**src/rtl/control_sequencer_pkg.sv**
```systemverilog
// Shared definitions for the bus-CPU control sequencer: opcodes, micro-step encodings
// and the bit layout of the internal (active-high) control word.
package control_sequencer_pkg;

  localparam int CS_NUM_STEPS = 5;
  localparam int CS_OPCODE_W  = 4;
  localparam int STEP_W       = $clog2(CS_NUM_STEPS);

  typedef enum logic [STEP_W-1:0] {T0, T1, T2, T3, T4} step_t;

  typedef logic [CS_OPCODE_W-1:0] opcode_t;

  localparam opcode_t OP_NOP = 4'h0;
  localparam opcode_t OP_LDA = 4'h1;
  localparam opcode_t OP_ADD = 4'h2;
  localparam opcode_t OP_SUB = 4'h3;
  localparam opcode_t OP_STA = 4'h4;
  localparam opcode_t OP_LDI = 4'h5;
  localparam opcode_t OP_JMP = 4'h6;
  localparam opcode_t OP_JC  = 4'h7;
  localparam opcode_t OP_JZ  = 4'h8;
  localparam opcode_t OP_OUT = 4'hE;
  localparam opcode_t OP_HLT = 4'hF;

  // Every bit is active-high here; the top inverts the *_load_n strobes.
  localparam int CW_PC_OUT     = 0;
  localparam int CW_PC_INC     = 1;
  localparam int CW_PC_LOAD    = 2;
  localparam int CW_MAR_LOAD   = 3;
  localparam int CW_RAM_OUT    = 4;
  localparam int CW_RAM_WRITE  = 5;
  localparam int CW_IR_LOAD    = 6;
  localparam int CW_IR_OUT     = 7;
  localparam int CW_A_LOAD     = 8;
  localparam int CW_A_OUT      = 9;
  localparam int CW_B_LOAD     = 10;
  localparam int CW_ALU_OUT    = 11;
  localparam int CW_ALU_SUB    = 12;
  localparam int CW_FLAGS_LOAD = 13;
  localparam int CW_OUT_LOAD   = 14;
  localparam int CW_HLT        = 15;
  localparam int CW_W          = 16;

  typedef logic [CW_W-1:0] cw_t;

  function automatic cw_t cw_bit(input int idx);
    return cw_t'(1) << idx;
  endfunction

endpackage

```
**src/rtl/control_sequencer_if.sv**
```systemverilog
// Control bus between the sequencer (master) and the datapath registers (slave).
interface control_sequencer_if;
  import control_sequencer_pkg::*;

  opcode_t             opcode;
  logic                carry_flag;
  logic                zero_flag;
  logic                pc_out;
  logic                pc_inc;
  logic                pc_load_n;
  logic                mar_load_n;
  logic                ram_out;
  logic                ram_write;
  logic                ir_load_n;
  logic                ir_out;
  logic                a_load_n;
  logic                a_out;
  logic                b_load_n;
  logic                alu_out;
  logic                alu_sub;
  logic                flags_load;
  logic                out_load_n;
  logic                halted;
  logic [STEP_W-1:0]   step;

  modport master (
    input  opcode, carry_flag, zero_flag,
    output pc_out, pc_inc, pc_load_n, mar_load_n, ram_out, ram_write,
           ir_load_n, ir_out, a_load_n, a_out, b_load_n, alu_out, alu_sub,
           flags_load, out_load_n, halted, step
  );

  modport slave (
    output opcode, carry_flag, zero_flag,
    input  pc_out, pc_inc, pc_load_n, mar_load_n, ram_out, ram_write,
           ir_load_n, ir_out, a_load_n, a_out, b_load_n, alu_out, alu_sub,
           flags_load, out_load_n, halted, step
  );

endinterface

```
**src/rtl/control_sequencer_microcode_rom.sv**
```systemverilog
// Combinational microcode: maps (step, opcode, flags) to one active-high control word.
// Each step has exactly one bus source, so the bus is never contended.
module microcode_rom
  import control_sequencer_pkg::*;
(
  input  step_t   step,
  input  opcode_t opcode,
  input  logic    carry_flag,
  input  logic    zero_flag,
  output cw_t     cw
);

  always_comb begin
    cw = '0;
    case (step)
      T0: cw = cw_bit(CW_PC_OUT) | cw_bit(CW_MAR_LOAD);
      T1: cw = cw_bit(CW_RAM_OUT) | cw_bit(CW_IR_LOAD) | cw_bit(CW_PC_INC);
      default: begin
        case (opcode)
          OP_LDA: begin
            case (step)
              T2:      cw = cw_bit(CW_IR_OUT) | cw_bit(CW_MAR_LOAD);
              T3:      cw = cw_bit(CW_RAM_OUT) | cw_bit(CW_A_LOAD);
              default: ;
            endcase
          end
          OP_ADD, OP_SUB: begin
            case (step)
              T2:      cw = cw_bit(CW_IR_OUT) | cw_bit(CW_MAR_LOAD);
              T3:      cw = cw_bit(CW_RAM_OUT) | cw_bit(CW_B_LOAD);
              T4:      cw = cw_bit(CW_ALU_OUT) | cw_bit(CW_A_LOAD) | cw_bit(CW_FLAGS_LOAD);
              default: ;
            endcase
            // SUB holds the ALU in subtract mode from the B load onward
            if (opcode == OP_SUB && (step == T3 || step == T4))
              cw = cw | cw_bit(CW_ALU_SUB);
          end
          OP_STA: begin
            case (step)
              T2:      cw = cw_bit(CW_IR_OUT) | cw_bit(CW_MAR_LOAD);
              T3:      cw = cw_bit(CW_A_OUT) | cw_bit(CW_RAM_WRITE);
              default: ;
            endcase
          end
          OP_LDI: if (step == T2) cw = cw_bit(CW_IR_OUT) | cw_bit(CW_A_LOAD);
          OP_JMP: if (step == T2) cw = cw_bit(CW_IR_OUT) | cw_bit(CW_PC_LOAD);
          OP_JC:  if (step == T2 && carry_flag) cw = cw_bit(CW_IR_OUT) | cw_bit(CW_PC_LOAD);
          OP_JZ:  if (step == T2 && zero_flag)  cw = cw_bit(CW_IR_OUT) | cw_bit(CW_PC_LOAD);
          OP_OUT: if (step == T2) cw = cw_bit(CW_A_OUT) | cw_bit(CW_OUT_LOAD);
          OP_HLT: if (step == T2) cw = cw_bit(CW_HLT);
          default: ;
        endcase
      end
    endcase
  end

endmodule

```
**src/rtl/control_sequencer.sv**
```systemverilog
// Micro-step counter plus active/halt state; gates the microcode word onto the strobes.
// Strobes are combinational so an async reset silences them without a clock edge.
module control_sequencer
  import control_sequencer_pkg::*;
#(
  parameter int NUM_STEPS = CS_NUM_STEPS,
  parameter int OPCODE_W  = CS_OPCODE_W
) (
  input  logic                 clk,
  input  logic                 rst_n,
  control_sequencer_if.master  bus
);

  localparam step_t LAST_STEP = step_t'(NUM_STEPS - 1);

  step_t               step;
  logic                active;
  logic                halted;
  logic [OPCODE_W-1:0] opcode;
  cw_t                 cw_raw;
  cw_t                 cw;

  assign opcode = bus.opcode;

  microcode_rom u_rom (
    .step       (step),
    .opcode     (opcode),
    .carry_flag (bus.carry_flag),
    .zero_flag  (bus.zero_flag),
    .cw         (cw_raw)
  );

  assign cw = (active && !halted) ? cw_raw : '0;

  // active lags reset release by one edge; HLT freezes the counter where it stands
  always_ff @(posedge clk or negedge rst_n) begin
    if (!rst_n) begin
      step   <= T0;
      active <= 1'b0;
      halted <= 1'b0;
    end else if (!active) begin
      active <= 1'b1;
    end else if (!halted) begin
      if (cw[CW_HLT])
        halted <= 1'b1;
      else
        step <= (step == LAST_STEP) ? T0 : step_t'(step + 1'b1);
    end
  end

  assign bus.pc_out     =  cw[CW_PC_OUT];
  assign bus.pc_inc     =  cw[CW_PC_INC];
  assign bus.pc_load_n  = ~cw[CW_PC_LOAD];
  assign bus.mar_load_n = ~cw[CW_MAR_LOAD];
  assign bus.ram_out    =  cw[CW_RAM_OUT];
  assign bus.ram_write  =  cw[CW_RAM_WRITE];
  assign bus.ir_load_n  = ~cw[CW_IR_LOAD];
  assign bus.ir_out     =  cw[CW_IR_OUT];
  assign bus.a_load_n   = ~cw[CW_A_LOAD];
  assign bus.a_out      =  cw[CW_A_OUT];
  assign bus.b_load_n   = ~cw[CW_B_LOAD];
  assign bus.alu_out    =  cw[CW_ALU_OUT];
  assign bus.alu_sub    =  cw[CW_ALU_SUB];
  assign bus.flags_load =  cw[CW_FLAGS_LOAD];
  assign bus.out_load_n = ~cw[CW_OUT_LOAD];
  assign bus.halted     =  halted;
  assign bus.step       =  step;

endmodule

```
**src/flat_wrapper.sv**
```systemverilog
// flat-port wrapper written by rule: the top's interface ports become plain ports
module control_sequencer_flat import control_sequencer_pkg::*;
#(
  parameter int NUM_STEPS = CS_NUM_STEPS,
  parameter int OPCODE_W  = CS_OPCODE_W
)
  (clk, rst_n, bus_opcode, bus_carry_flag, bus_zero_flag, bus_pc_out, bus_pc_inc, bus_pc_load_n, bus_mar_load_n, bus_ram_out, bus_ram_write, bus_ir_load_n, bus_ir_out, bus_a_load_n, bus_a_out, bus_b_load_n, bus_alu_out, bus_alu_sub, bus_flags_load, bus_out_load_n, bus_halted, bus_step);
  control_sequencer_if bus_i ();
  input  logic clk;
  input  logic rst_n;
  input wire logic [$bits(bus_i.opcode)-1:0] bus_opcode;
  input wire logic [$bits(bus_i.carry_flag)-1:0] bus_carry_flag;
  input wire logic [$bits(bus_i.zero_flag)-1:0] bus_zero_flag;
  output wire logic [$bits(bus_i.pc_out)-1:0] bus_pc_out;
  output wire logic [$bits(bus_i.pc_inc)-1:0] bus_pc_inc;
  output wire logic [$bits(bus_i.pc_load_n)-1:0] bus_pc_load_n;
  output wire logic [$bits(bus_i.mar_load_n)-1:0] bus_mar_load_n;
  output wire logic [$bits(bus_i.ram_out)-1:0] bus_ram_out;
  output wire logic [$bits(bus_i.ram_write)-1:0] bus_ram_write;
  output wire logic [$bits(bus_i.ir_load_n)-1:0] bus_ir_load_n;
  output wire logic [$bits(bus_i.ir_out)-1:0] bus_ir_out;
  output wire logic [$bits(bus_i.a_load_n)-1:0] bus_a_load_n;
  output wire logic [$bits(bus_i.a_out)-1:0] bus_a_out;
  output wire logic [$bits(bus_i.b_load_n)-1:0] bus_b_load_n;
  output wire logic [$bits(bus_i.alu_out)-1:0] bus_alu_out;
  output wire logic [$bits(bus_i.alu_sub)-1:0] bus_alu_sub;
  output wire logic [$bits(bus_i.flags_load)-1:0] bus_flags_load;
  output wire logic [$bits(bus_i.out_load_n)-1:0] bus_out_load_n;
  output wire logic [$bits(bus_i.halted)-1:0] bus_halted;
  output wire logic [$bits(bus_i.step)-1:0] bus_step;
  assign bus_i.opcode = bus_opcode;
  assign bus_i.carry_flag = bus_carry_flag;
  assign bus_i.zero_flag = bus_zero_flag;
  assign bus_pc_out = bus_i.pc_out;
  assign bus_pc_inc = bus_i.pc_inc;
  assign bus_pc_load_n = bus_i.pc_load_n;
  assign bus_mar_load_n = bus_i.mar_load_n;
  assign bus_ram_out = bus_i.ram_out;
  assign bus_ram_write = bus_i.ram_write;
  assign bus_ir_load_n = bus_i.ir_load_n;
  assign bus_ir_out = bus_i.ir_out;
  assign bus_a_load_n = bus_i.a_load_n;
  assign bus_a_out = bus_i.a_out;
  assign bus_b_load_n = bus_i.b_load_n;
  assign bus_alu_out = bus_i.alu_out;
  assign bus_alu_sub = bus_i.alu_sub;
  assign bus_flags_load = bus_i.flags_load;
  assign bus_out_load_n = bus_i.out_load_n;
  assign bus_halted = bus_i.halted;
  assign bus_step = bus_i.step;
  control_sequencer #(.NUM_STEPS(NUM_STEPS), .OPCODE_W(OPCODE_W)) u_core (.clk(clk), .rst_n(rst_n), .bus(bus_i));
endmodule
```
**config.mk**
```make
export PLATFORM = sky130hd
export DESIGN_NAME = control_sequencer_flat
export DESIGN_NICKNAME = d
export VERILOG_FILES = /design/src/rtl/control_sequencer_pkg.sv /design/src/rtl/control_sequencer_if.sv /design/src/rtl/control_sequencer_microcode_rom.sv /design/src/rtl/control_sequencer.sv /design/src/flat_wrapper.sv
export SDC_FILE = /design/constraint.sdc
export NUM_CORES = 1
export LEC_CHECK = 0
export CORE_MARGIN = 2
export CORE_UTILIZATION = 43
export CTS_CLUSTER_DIAMETER = 40
export DETAILED_ROUTE_END_ITERATION = 12
export GPL_TIMING_DRIVEN = 0
export PLACE_DENSITY = 0.88
export SKIP_CTS_REPAIR_TIMING = 1
export SYNTH_ARGS = -nofsm -noshare
export SYNTH_HDL_FRONTEND = slang
export SYNTH_SLANG_ARGS = --single-unit
```
**constraint.sdc**
```tcl
create_clock -name clk -period 3.2 [get_ports clk]
set_input_delay 0.8 -clock clk [delete_from_list [all_inputs] [get_ports clk]]
set_output_delay 0.8 -clock clk [all_outputs]
set_load 0.01 [all_outputs]
```
* Yosys cells after proc, flatten, opt, wreduce, memory -nomap -nowiden
Cells that the tools add are included.
** Storage, ports and cells
- Bits of input ports :: 8
- Register bits :: 5
- Logic and storage cells :: 51
- Output and inout port bits :: 19
** Cells by class
- Bitwise operators :: 8
- Multiplexer cells :: 16
- Equal/unequal tests :: 14
- Reduce and logical (&&, ||, !) cells :: 9
- Add/sub/neg operators :: 1
** Operator list (number)
- $pmux 16 s9 :: 1
- $pmux 14 s3 :: 1
- $mux 16 :: 2
- $pmux 16 s2 :: 1
- $mux 8 :: 3
- $pmux 10 s2 :: 1
- $pmux 9 s2 :: 1
- $eq 4x3->1 const B :: 4
- $mux 15 :: 1
- $mux 13 :: 1
- $eq 4x4->1 const B :: 3
- $mux 9 :: 1
- $eq 4x2->1 const B :: 2
- $not 1->1 :: 8
- $eq 3x2->1 const B :: 2
- $eq 4x1->1 const B :: 1
- $logic_and 1x1->1 :: 4
- $add 3x1->3 const B :: 1
- $eq 3x1->1 const B :: 1
- $eq 3x3->1 const B :: 1
- $logic_not 3->1 :: 1
- $mux 3 :: 1
- $reduce_and 3->1 :: 1
- $mux 1 :: 2
- 3 further kinds :: 3

* Logic depth before layout (Yosys ltp)
Gate-level depths: netlist of run 1.
- Depth in word-level cells :: 9
- Gate-level depth with buffers :: 6
- Gate-level depth less buffers :: 6

* Cells and area by module
From an unflattened synthesis of run 1, not the netlist that was laid out.
** Second synthesis, totals
- Cells, all modules :: 83
- Area, all modules :: 619.3 sq um
** By module, submodules not included
- control_sequencer :: area each 322.8 sq um, seq. area each 125.1 sq um, instances 1, cells an instance 37
- microcode_rom :: area each 296.5 sq um, seq. area each 0.0 sq um, instances 1, cells an instance 46

* Worst setup path after synthesis of run 1
No wires, ideal clock.
- Kind :: input -> output
- Start point :: input port bus_opcode[0]
- End point :: output port bus_mar_load_n
- Buffers on the path :: 1
- Path slack :: 0.724 ns
- Stages on the path :: 4
- Data arrival time :: 1.676 ns
- Required time :: 2.400 ns
- Path through :: buf_4 > nor4_1 > nor4_2 > a31oi_1
** On the way
- Cells in the longest elaborated chain, start to end :: 6
- Elaborated cells between the ends (all ways) :: 15
- Those cells by class :: 10 x eq/ne; 3 x mux; 1 x bitwise; 1 x reduce/logical
** Ends and longest elaborated chain
- start, declared :: line flat_wrapper.sv:11 : input wire logic [$bits(bus_i.opcode)-1:0] bus_opcode;
- $eq 4x2->1 :: line control_sequencer_microcode_rom.sv:19 : case (opcode)
- $reduce_or 2->1 :: line control_sequencer_microcode_rom.sv:19
- $pmux 16 s9 * :: line control_sequencer_microcode_rom.sv:19
- $pmux 16 s2 * :: line control_sequencer_microcode_rom.sv:15 : case (step)
- $mux 16 * :: line control_sequencer.sv:33 : assign cw = (active && !halted) ? cw_raw : '0;
- $not 1->1 * :: line control_sequencer.sv:54 : assign bus.mar_load_n = ~cw[CW_MAR_LOAD];
- end, declared :: line flat_wrapper.sv:17 : output wire logic [$bits(bus_i.mar_load_n)-1:0] bus_mar_load_n;
Mark *: on every way between the ends. The rest lies on a longest branch, timed or not.

* Worst setup path in the final report of run 1
- Start point :: input port bus_opcode[1]
- End point :: output port bus_ram_write
** On the way
- Cells in the longest elaborated chain, start to end :: 5
- Elaborated cells between the ends (all ways) :: 14
- Those cells by class :: 10 x eq/ne; 3 x mux; 1 x reduce/logical
** Ends and longest elaborated chain
- $eq 4x2->1 :: line control_sequencer_microcode_rom.sv:19
- $reduce_or 2->1 :: line control_sequencer_microcode_rom.sv:19
- $pmux 16 s9 * :: line control_sequencer_microcode_rom.sv:19
- $pmux 16 s2 * :: line control_sequencer_microcode_rom.sv:15
- $mux 16 * :: line control_sequencer.sv:33
- end, declared :: line flat_wrapper.sv:19 : output wire logic [$bits(bus_i.ram_write)-1:0] bus_ram_write;
Marked as above.

==> results of run 1 <==
tightest hold or removal path: stages (launching register included):
cell and delay [ns]:
dfrtp_1 0.37, inv_1 0.05, o41ai_1 0.06
through the flow:
stage / setup slack (ns) / hold WS (ns)
after floorplan: 0.7237 / 0.5044
after global placement: -0.2463 / 0.4945
after detailed placement: -0.3178 / 0.5027
after CTS: -0.3198 / 0.5119
after global routing: 0.02845 / 0.5565
final: 0.08755 / 0.5103
synth_stat cells, types with 3 or more instances:
library cell  instances  area [um2]
nor2_1                5       18.77
inv_1                 7       26.28
nand2_1               6       22.52
o21ai_0               5       25.02
nor2b_1               3       18.77
nand2b_1              4       25.02
dfrtp_1               5       125.1
nand3_1               4       20.02
ha_1                  5       62.56
layout make-up:
class | instances | area, um2 | share of cell area
multi-input combinational | 63 | 460.4 | 0.4688
timing repair buffer | 26 | 287.8 | 0.2930
sequential | 5 | 125.1 | 0.1274
buffer | 4 | 37.54 | 0.03822
clock buffer | 4 | 26.28 | 0.02675
inverter | 7 | 26.28 | 0.02675
tap | 15 | 18.77 | 0.01911
worst paths after layout:
kind,end,from,slack [ns],cells after the start
worst max-delay path,bus_ram_write,bus_opcode[1],0.09,5
worst min-delay path,u_core.bus.halted,u_core.bus.halted,0.51,2
worst max register to register,u_core.bus.step[2],u_core.bus.step[0],1.48,5
worst min register to register,u_core.bus.halted,u_core.bus.halted,0.51,2
max in group asynchronous,u_core.active,rst_n,2.25,1
min in group asynchronous,u_core.bus.step[0],rst_n,0.77,1
registers in the layout, indices dropped and copies added, names as in the netlist:
register / count
u_core.active: 1
u_core.bus.halted: 1
u_core.bus.step: 3
cell families after synthesis:
family	after synthesis
and+or+nand+nor	37
AOI/OAI and AO/OA	20
buffers and inverters	11
adders and majority gates	5
DFF	5
other	1
metal layers:
metal / vias up / global-route usage / wire length (um)
met2: 26 / 0.3094 / 885
met1: 330 / 0.2347 / 703
li1: 345 / - / -
met5: - / 0 / 0
met4: 0 / 0.09677 / 19
met3: 2 / 0.06087 / 114
where the power goes:
group          switching, uW  internal [uW]  leakage, uW  total [uW]
clock network           27.1           47.2    0.0000150        74.3
registers              0.467           64.1    0.0000623        64.6
logic                   17.9           15.9     0.000429        33.8
total                   45.5            127     0.000506         173
==> results by group, run 1 <==
Timing
  – Slew Limit Fails: 0
  – Final-report setup violation count: 0
  – Worst setup skew after layout: 0.003678 ns
  – Setup repair after global routing missed its margin: no
  – Total negative setup slack: 0 ns
  – Maximum clock rate: 321.3 MHz
  – Post-route fraction of the period consumed by the critical path: 0.9726
  – Fin crit period: 3.112 ns
  – Final number of hold-violating endpoints: 0

Clocking
  – Total clock sinks: 5
  – Worst-skew pair later-pin latency: 0.25 ns
  – Clock root buffer: clkbuf_4
  – Register clock-pin slew on the reported worst setup and hold paths: 0.04 ns
  – Buffer depth of the longest clock path: 2
  – H-Tree Depth: 1
  – TritonCTS clock tree: yes
  – Clock buffer count from CTS: 3

Setup path
  – Startpoint types: input pin
  – Most Frequent Cell on Critical Path: clkdlybuf4s50_1
  – Worst-path fanout max: 9
  – Crit end category: output pin
  – Critical path type: in -> out
  – Worst path slowest cell: clkdlybuf4s50_1
  – Required @ worst endpoint: 2.40 ns
  – Delay-heaviest family, CP: buffers and inverters
  – Largest stage delay on the critical path: 0.54 ns
  – Count of buffer and inverter cells on the critical path: 3
  – Arrival time worst endpoint: 2.31 ns
  – Sequence of cells on the critical path: clkdlybuf4s50_1 > buf_6 > nor2_1 > and4_1 > clkdlybuf4s50_1

Place
  – Placer congestion estimate: 0.7906
  – Estimated wirelength of the detail-placed design: 1204 um
  – Number of buffers added on ports: 25
  – Placed cells: 119
  – Area after DPL: 874.6 um2

Detailed routing
  – DR iter-0 viols: 7
  – Via density per instance: 5.669
  – DRC errors left: 0
  – Drt first pass iters: 4
  – Final WL: 1723 um
  – Detailed-route via count: 703
  – Antenna Nets Post-Route: 0
  – Detail-routed net length per standard cell: 13.90 um

Floorplanning
  – IO Count: 27
  – Height of the die: 41.53 um
  – X dimension of the die: 41.53 um
  – Initial core utilization: 0.4654
  – Core Area: 0.001301 mm2
  – Number of cell rows: 13
  – Floorplan die area: 0.001724 mm2

Finish
  – Synthesis-to-layout area growth: 62.19%
  – Diodes inserted: 0
  – Final-stage net count: 123
  – Fraction of final layout cells with drive strength greater than 1: 0.1468
  – Number of fillers in the final layout: 113
  – Share of the core filled with cells: 0.7548
  – Final Cell Area: 982.2 um2
  – Leading cell type in the layout, fill and taps excluded: clkdlybuf4s50_1
  – Most used cells in the layout excluding fill and tap cells: clkdlybuf4s50_1 (13), dlymetal6s2s_1 (12), inv_1 (7)
  – Finished Layout Cells: 124

GRT
  – Initial antenna violation count: 0
  – Wire length of the first global-routing pass: 2670 um
  – Via count of the first global-routing pass: 602
  – Maximum number of pins on one net before global-route repair: 11
  – Total congestion overflow after global routing: 0
  – Tot GR Track Use: 0.1946

Synthesis
  – Number of distinct standard cells referenced by the synthesized netlist: 37
  – Multiplexer fraction of the synthesized cell area: 0
  – Dominant combinational cell family by area after synthesis: simple AND/OR/NAND/NOR gates
  – Portion of the post-synthesis area used by sequential elements: 0.2066
  – Fraction of the mapped netlist area in compound gates: 0.2211
  – Number of warning messages in the yosys log: 0
  – Share of flip-flops with an asynchronous set or reset: 1.000
  – Post-Synth Simple-Gate Area: 0.3574
  – Post-synthesis register bit count: 5
  – Number of enable-type register cells in the synthesized netlist: 0
  – Share of the synthesized netlist area taken by xor and xnor gates: 0
  – Count of mapped cells out of synthesis: 79
  – Post-synth top flop: dfrtp_1
  – Average instance area after synthesis: 7.666 um2
  – Nets in the synthesized netlist: 92
  – Adder and majority gate portion of the synthesized area: 0.1033
  – Post-Syn Area: 605.6 um2

Power
  – Leakage power: 0.0005062 uW
  – Max rail drop VDD: 0.2460 mV
  – Total power: 172.7 uW
  – Power per Cell Area: 175.8 mW/mm2

Run
  – Number of violations of the max-capacitance limit: 0

Worst hold path
  – Min-Delay Path Class: reg -> reg

Run status
  – Status: completed
No activity file was read; power rests on OpenSTA's default activity.
==> run 2, diff against run 1 <==
Settings changed: ABC_AREA set to 1, CORE_UTILIZATION 43 to 44, GPL_TIMING_DRIVEN 0 to not set, PLACE_DENSITY 0.88 to 0.89.
==> results by group, run 2 <==
Run status
  – Status: completed

Timing
  – Maximum clock rate: 330.5 MHz
  – Setup repair after global routing missed its margin: no
  – Post-route fraction of the period consumed by the critical path: 0.9456
  – Fin crit period: 3.026 ns
  – Final number of hold-violating endpoints: 0
  – Worst setup skew after layout: 0.0005018 ns
  – Slew Limit Fails: 0
  – Final-report setup violation count: 0

Power
  – Power per Cell Area: 542.3 mW/mm2
  – Leakage power: 0.0005079 uW
  – Max rail drop VDD: 0.3967 mV

Clocking
  – Clock root buffer: clkbuf_4
  – TritonCTS clock tree: yes
  – Register clock-pin slew on the reported worst setup and hold paths: 0.04 ns
  – Worst-skew pair later-pin latency: 0.23 ns
  – Total clock sinks: 5
  – H-Tree Depth: 1
  – Buffer depth of the longest clock path: 2
  – Clock buffer count from CTS: 3

Worst hold path
  – Cells on Worst Hold Path: 1
  – Min-Delay Path Class: reg -> reg
  – Hold Path End: u_core.bus.halted
  – Worst min-delay path startpoint: u_core.bus.halted

Synthesis
  – Count of mapped cells out of synthesis: 103
  – Most frequent cell after synthesis: nand2_1
  – Share of the synthesized netlist area taken by xor and xnor gates: 0
  – Cell accounting for the most synthesized area: dfrtp_1
  – Adder and majority gate portion of the synthesized area: 0.09940
  – Portion of the post-synthesis area used by sequential elements: 0.1988
  – Post-synthesis register bit count: 5
  – Post-synth top flop: dfrtp_1
  – Synth top cells by count: nand2_1 (29), inv_1 (15), nor2_1 (14), nand3_1 (8)
  – Share of flip-flops with an asynchronous set or reset: 1.000
  – Multiplexer fraction of the synthesized cell area: 0
  – Number of warning messages in the yosys log: 0
  – Post-Syn Area: 629.4 um2
  – Number of distinct standard cells referenced by the synthesized netlist: 22
  – Number of enable-type register cells in the synthesized netlist: 0
  – Fraction of the mapped netlist area in compound gates: 0.09940
  – Dominant combinational cell family by area after synthesis: simple AND/OR/NAND/NOR gates
  – Post-Synth Simple-Gate Area: 0.4652
  – Synth top area share: 0.1988
  – Nets in the synthesized netlist: 116
  – Top cells by area in the synthesized netlist: dfrtp_1 (20%), nand2_1 (17%), ha_1 (9.9%)
  – Average instance area after synthesis: 6.110 um2

Setup path
  – Startpoint types: input pin
  – Arrival time worst endpoint: 2.23 ns
  – Sequence of cells on the critical path: dlymetal6s2s_1 > inv_1 > nand2_1 > nand2_1 > a21oi_4 > inv_2 > nor2_1 > clkdlybuf4s50_1
  – Worst-case register-to-register setup slack: 1.52 ns
  – Worst reg2reg path startpoint: u_core.bus.step[0]
  – Crit end category: output pin
  – Number of cell instances on the worst register-to-register path: 8
  – Worst reg2reg path endpoint: u_core.bus.step[2]
  – Most Frequent Cell on Critical Path: nand2_1
  – Worst path slowest cell: clkdlybuf4s50_1
  – Critical path type: in -> out
  – Required @ worst endpoint: 2.40 ns
  – Largest stage delay on the critical path: 0.54 ns
  – Worst-path fanout max: 6

Finish
  – Leading cell type in the layout, fill and taps excluded: nand2_1
  – Fraction of final layout cells with drive strength greater than 1: 0.1259
  – Final Cell Area: 958.4 um2
  – Number of fillers in the final layout: 117
  – Max FFs per register: 3
  – Final-stage net count: 149
  – Top flop regs: u_core.bus.step x3, u_core.active x1, u_core.bus.halted x1
  – Most used cells in the layout excluding fill and tap cells: nand2_1 (29), clkdlybuf4s50_1 (22), inv_1 (15)
  – Finished Layout Cells: 150
  – Top reg by flops: u_core.bus.step
  – Synthesis-to-layout area growth: 52.29%
  – Diodes inserted: 0

Detailed routing
  – Detail-routed net length per standard cell: 10.97 um
  – DR iter-0 viols: 11
  – DRC errors left: 0
  – Drt first pass iters: 4
  – Final WL: 1646 um
  – Detailed-route via count: 738
  – Via density per instance: 4.920
  – Antenna Nets Post-Route: 0

Place
  – Placed cells: 146
  – Number of buffers added on ports: 26
  – Estimated wirelength of the detail-placed design: 1369 um
  – Area after DPL: 919.6 um2
  – Placer congestion estimate: 0.8351

GRT
  – Wire length of the first global-routing pass: 2739 um
  – Total congestion overflow after global routing: 0
  – Maximum number of pins on one net before global-route repair: 8
  – Tot GR Track Use: 0.1987
  – Via count of the first global-routing pass: 720
  – Initial antenna violation count: 0

Run
  – Number of violations of the max-capacitance limit: 0

Floorplanning
  – IO Count: 27
  – Number of cell rows: 13
  – Initial core utilization: 0.4777
  – Core Area: 0.001318 mm2
  – Height of the die: 41.82 um
  – Floorplan die area: 0.001749 mm2
  – X dimension of the die: 41.82 um
[run 2: cell count changes after synthesis, sizes merged, moves of 3 or more]
cell    before  now
inv          7   17
nand2b       4    0
nor2b        3    0
nand4        2    5
nor2         5   16
nand3        4   10
nand2        6   30
[run 2: worst max-delay path: cells and delay by family]
kind / cells / cell delay [ns]
buf+inv: 4 / 0.91
simple gates: 3 / 0.27
compound gates: 1 / 0.24
[run 2: stage by stage]
step	setup TNS [ns]	setup slack (ns)	utilization	hold WS [ns]	total power (uW)
finish	0	0.1739	0.7274	0.5178	519.8
CTS	-0.9172	-0.1677	0.7179	0.5245	524.8
global placement	-0.7336	-0.1440	0.6980	0.5051	431.0
floorplan	0	0.7956	-	0.4987	308.2
detailed placement	-0.9087	-0.1668	0.6980	0.5121	446.1
global route	0	0.03524	0.7274	0.5395	567.2
[run 2: how the worst max path moves through the flow]
stage | start | endpoint | cells after the start
after floorplan | bus_opcode[1] | bus_ir_out | 6
after global placement | bus_opcode[1] | bus_alu_sub | 8
after detailed placement | bus_opcode[1] | bus_alu_sub | 8
after CTS | bus_opcode[1] | bus_alu_sub | 8
after global routing | u_core.bus.step[0] | bus_ir_out | 9
final | bus_opcode[2] | bus_alu_sub | 8
[run 2: layer usage]
| layer | vias up | GRT usage | wire length (um) |
|---|---|---|---|
| met3 | 0 | 0.03043 | 56 |
| met4 | 0 | 0.07742 | 0 |
| met2 | 19 | 0.3969 | 924 |
| li1 | 390 | - | - |
| met1 | 329 | 0.1989 | 665 |
| met5 | - | 0 | 0 |
[run 2: logic make-up (layout without fill, tap and decap cells)]
family          Yosys count  in the layout
fa+ha+maj                 5              5
flops                     5              5
simple gates             64             64
buf+inv                  19             51
compound gates            9              9
other cells               1              1
[run 2: cell type report]
class,instances,area [um2],area share
inverter,17,63.81,0.06658
clock buffer,4,26.28,0.02742
timing repair buffer,30,300.3,0.3133
tap,15,18.77,0.01958
multi-input combinational,79,424.2,0.4426
sequential,5,125.1,0.1305
[run 2: power breakdown]
group	internal, uW	switching, uW
Clock	46.9	22.8
Combinational	144	191
Sequential	86.6	28.4
Total	277	242
==> run 3, diff against run 2 <==
Settings changed: SETUP_SLACK_MARGIN set to 0.05.
==> results by group, run 3 (synthesized netlist as in run 2, its figures left out) <==
Timing
  – Worst setup skew after layout: 0.0005018 ns
  – Total negative setup slack: 0 ns
  – Slew Limit Fails: 0
  – Fin crit period: 3.026 ns
  – Setup repair after global routing missed its margin: no
  – Maximum clock rate: 330.5 MHz
  – Worst hold margin: 0.5178 ns
  – Final number of hold-violating endpoints: 0
  – Final-report setup violation count: 0
  – Post-route fraction of the period consumed by the critical path: 0.9455

Detailed routing
  – Detail-routed net length per standard cell: 10.99 um
  – Antenna Nets Post-Route: 0
  – Via density per instance: 4.933
  – DR iter-0 viols: 11
  – Drt first pass iters: 4
  – Final WL: 1648 um
  – Detailed-route via count: 740
  – DRC errors left: 0

Setup path
  – Worst-path fanout max: 6
  – Startpoint types: input pin
  – Source of the critical timing path: bus_opcode[2]
  – Required @ worst endpoint: 2.40 ns
  – Worst-case register-to-register setup slack: 1.64 ns
  – Worst reg2reg path startpoint: u_core.bus.step[0]
  – Crit end category: output pin
  – Critical path type: in -> out
  – Arrival time worst endpoint: 2.23 ns

GRT
  – Wire length of the first global-routing pass: 2739 um
  – Total congestion overflow after global routing: 0
  – Initial antenna violation count: 0
  – Via count of the first global-routing pass: 720
  – Tot GR Track Use: 0.1987
  – Maximum number of pins on one net before global-route repair: 8

Floorplanning
  – Floorplan die area: 0.001749 mm2
  – Core Area: 0.001318 mm2
  – Number of cell rows: 13
  – X dimension of the die: 41.82 um
  – Height of the die: 41.82 um
  – IO Count: 27
  – Initial core utilization: 0.4777

Finish
  – Synthesis-to-layout area growth: 52.68%
  – Top reg by flops: u_core.bus.step
  – Fraction of final layout cells with drive strength greater than 1: 0.1333
  – Diodes inserted: 0
  – Max FFs per register: 3
  – Final-stage net count: 149
  – Leading cell type in the layout, fill and taps excluded: nand2_1
  – Top flop regs: u_core.bus.step x3, u_core.active x1, u_core.bus.halted x1
  – Number of fillers in the final layout: 116
  – Most used cells in the layout excluding fill and tap cells: nand2_1 (29), clkdlybuf4s50_1 (22), inv_1 (15)

Clocking
  – Clock root buffer: clkbuf_4
  – Register clock-pin slew on the reported worst setup and hold paths: 0.04 ns
  – Worst-skew pair later-pin latency: 0.23 ns
  – Buffer depth of the longest clock path: 2
  – H-Tree Depth: 1
  – Clock buffer count from CTS: 3
  – Total clock sinks: 5
  – TritonCTS clock tree: yes

Run status
  – Status: completed

Place
  – Number of buffers added on ports: 26
  – Placer congestion estimate: 0.8351
  – Estimated wirelength of the detail-placed design: 1369 um

Worst hold path
  – Min-Delay Path Class: reg -> reg
  – Worst min-delay path startpoint: u_core.bus.halted

Power
  – Max rail drop VDD: 0.4067 mV
  – Total power: 522.3 uW
  – Leakage power: 0.0005077 uW
  – Power per Cell Area: 543.6 mW/mm2

Run
  – Number of violations of the max-capacitance limit: 0
-- run 3: cell count changes in the layout (fill, tap and decap cells not counted) --
cell    before  now
nor2_2       2    3
nor2_1      13   12
-- run 3: final timing paths --
kind / end / cells past startpoint
worst max-delay path: bus_alu_sub / 8
worst min-delay path: u_core.bus.halted / 1
worst max register to register: u_core.bus.step[2] / 8
worst min register to register: u_core.bus.halted / 1
max in group asynchronous: u_core.bus.step[0] / 1
min in group asynchronous: u_core.bus.halted / 1
-- run 3: report_power, final --
group	internal, uW	switching [uW]	total (uW)
logic	145	192	337
registers	86.6	29.5	116
clock network	46.9	22.8	69.7
total	278	244	522
-- run 3: final cells by class --
type | count | area, um2 | area share
Tap cell | 15 | 18.77 | 0.01953
Sequential cell | 5 | 125.1 | 0.1302
Timing Repair Buffer | 30 | 300.3 | 0.3125
Multi-Input combinational cell | 79 | 426.7 | 0.4440
Inverter | 17 | 63.81 | 0.06641
Clock buffer | 4 | 26.28 | 0.02734
-- run 3: per-layer routing --
layer / routed length (um) / track usage
met1: 662 / 0.1989
met2: 928 / 0.3969
met4: 0 / 0.07742
met3: 57 / 0.03043
met5: 0 / 0
-- run 3: worst max-delay path, cell delays in order --
cell and delay, ns:
dlymetal6s2s_1 0.18, inv_1 0.11, nand2_1 0.08, nand2_1 0.09
a21oi_4 0.24, inv_2 0.08, nor2_1 0.10, clkdlybuf4s50_1 0.54
-- run 3: metrics by stage --
step	instances	setup WS (ns)	cell area (um2)	util
3_5_place_dp	146	-0.1668	919.6	0.6980
2_1_floorplan	103	0.7956	629.4	-
4_1_cts	150	-0.1677	945.9	0.7179
6_report	150	0.1745	960.9	0.7293
5_1_grt	150	0.07540	960.9	0.7293
3_3_place_gp	146	-0.1440	919.6	0.6980
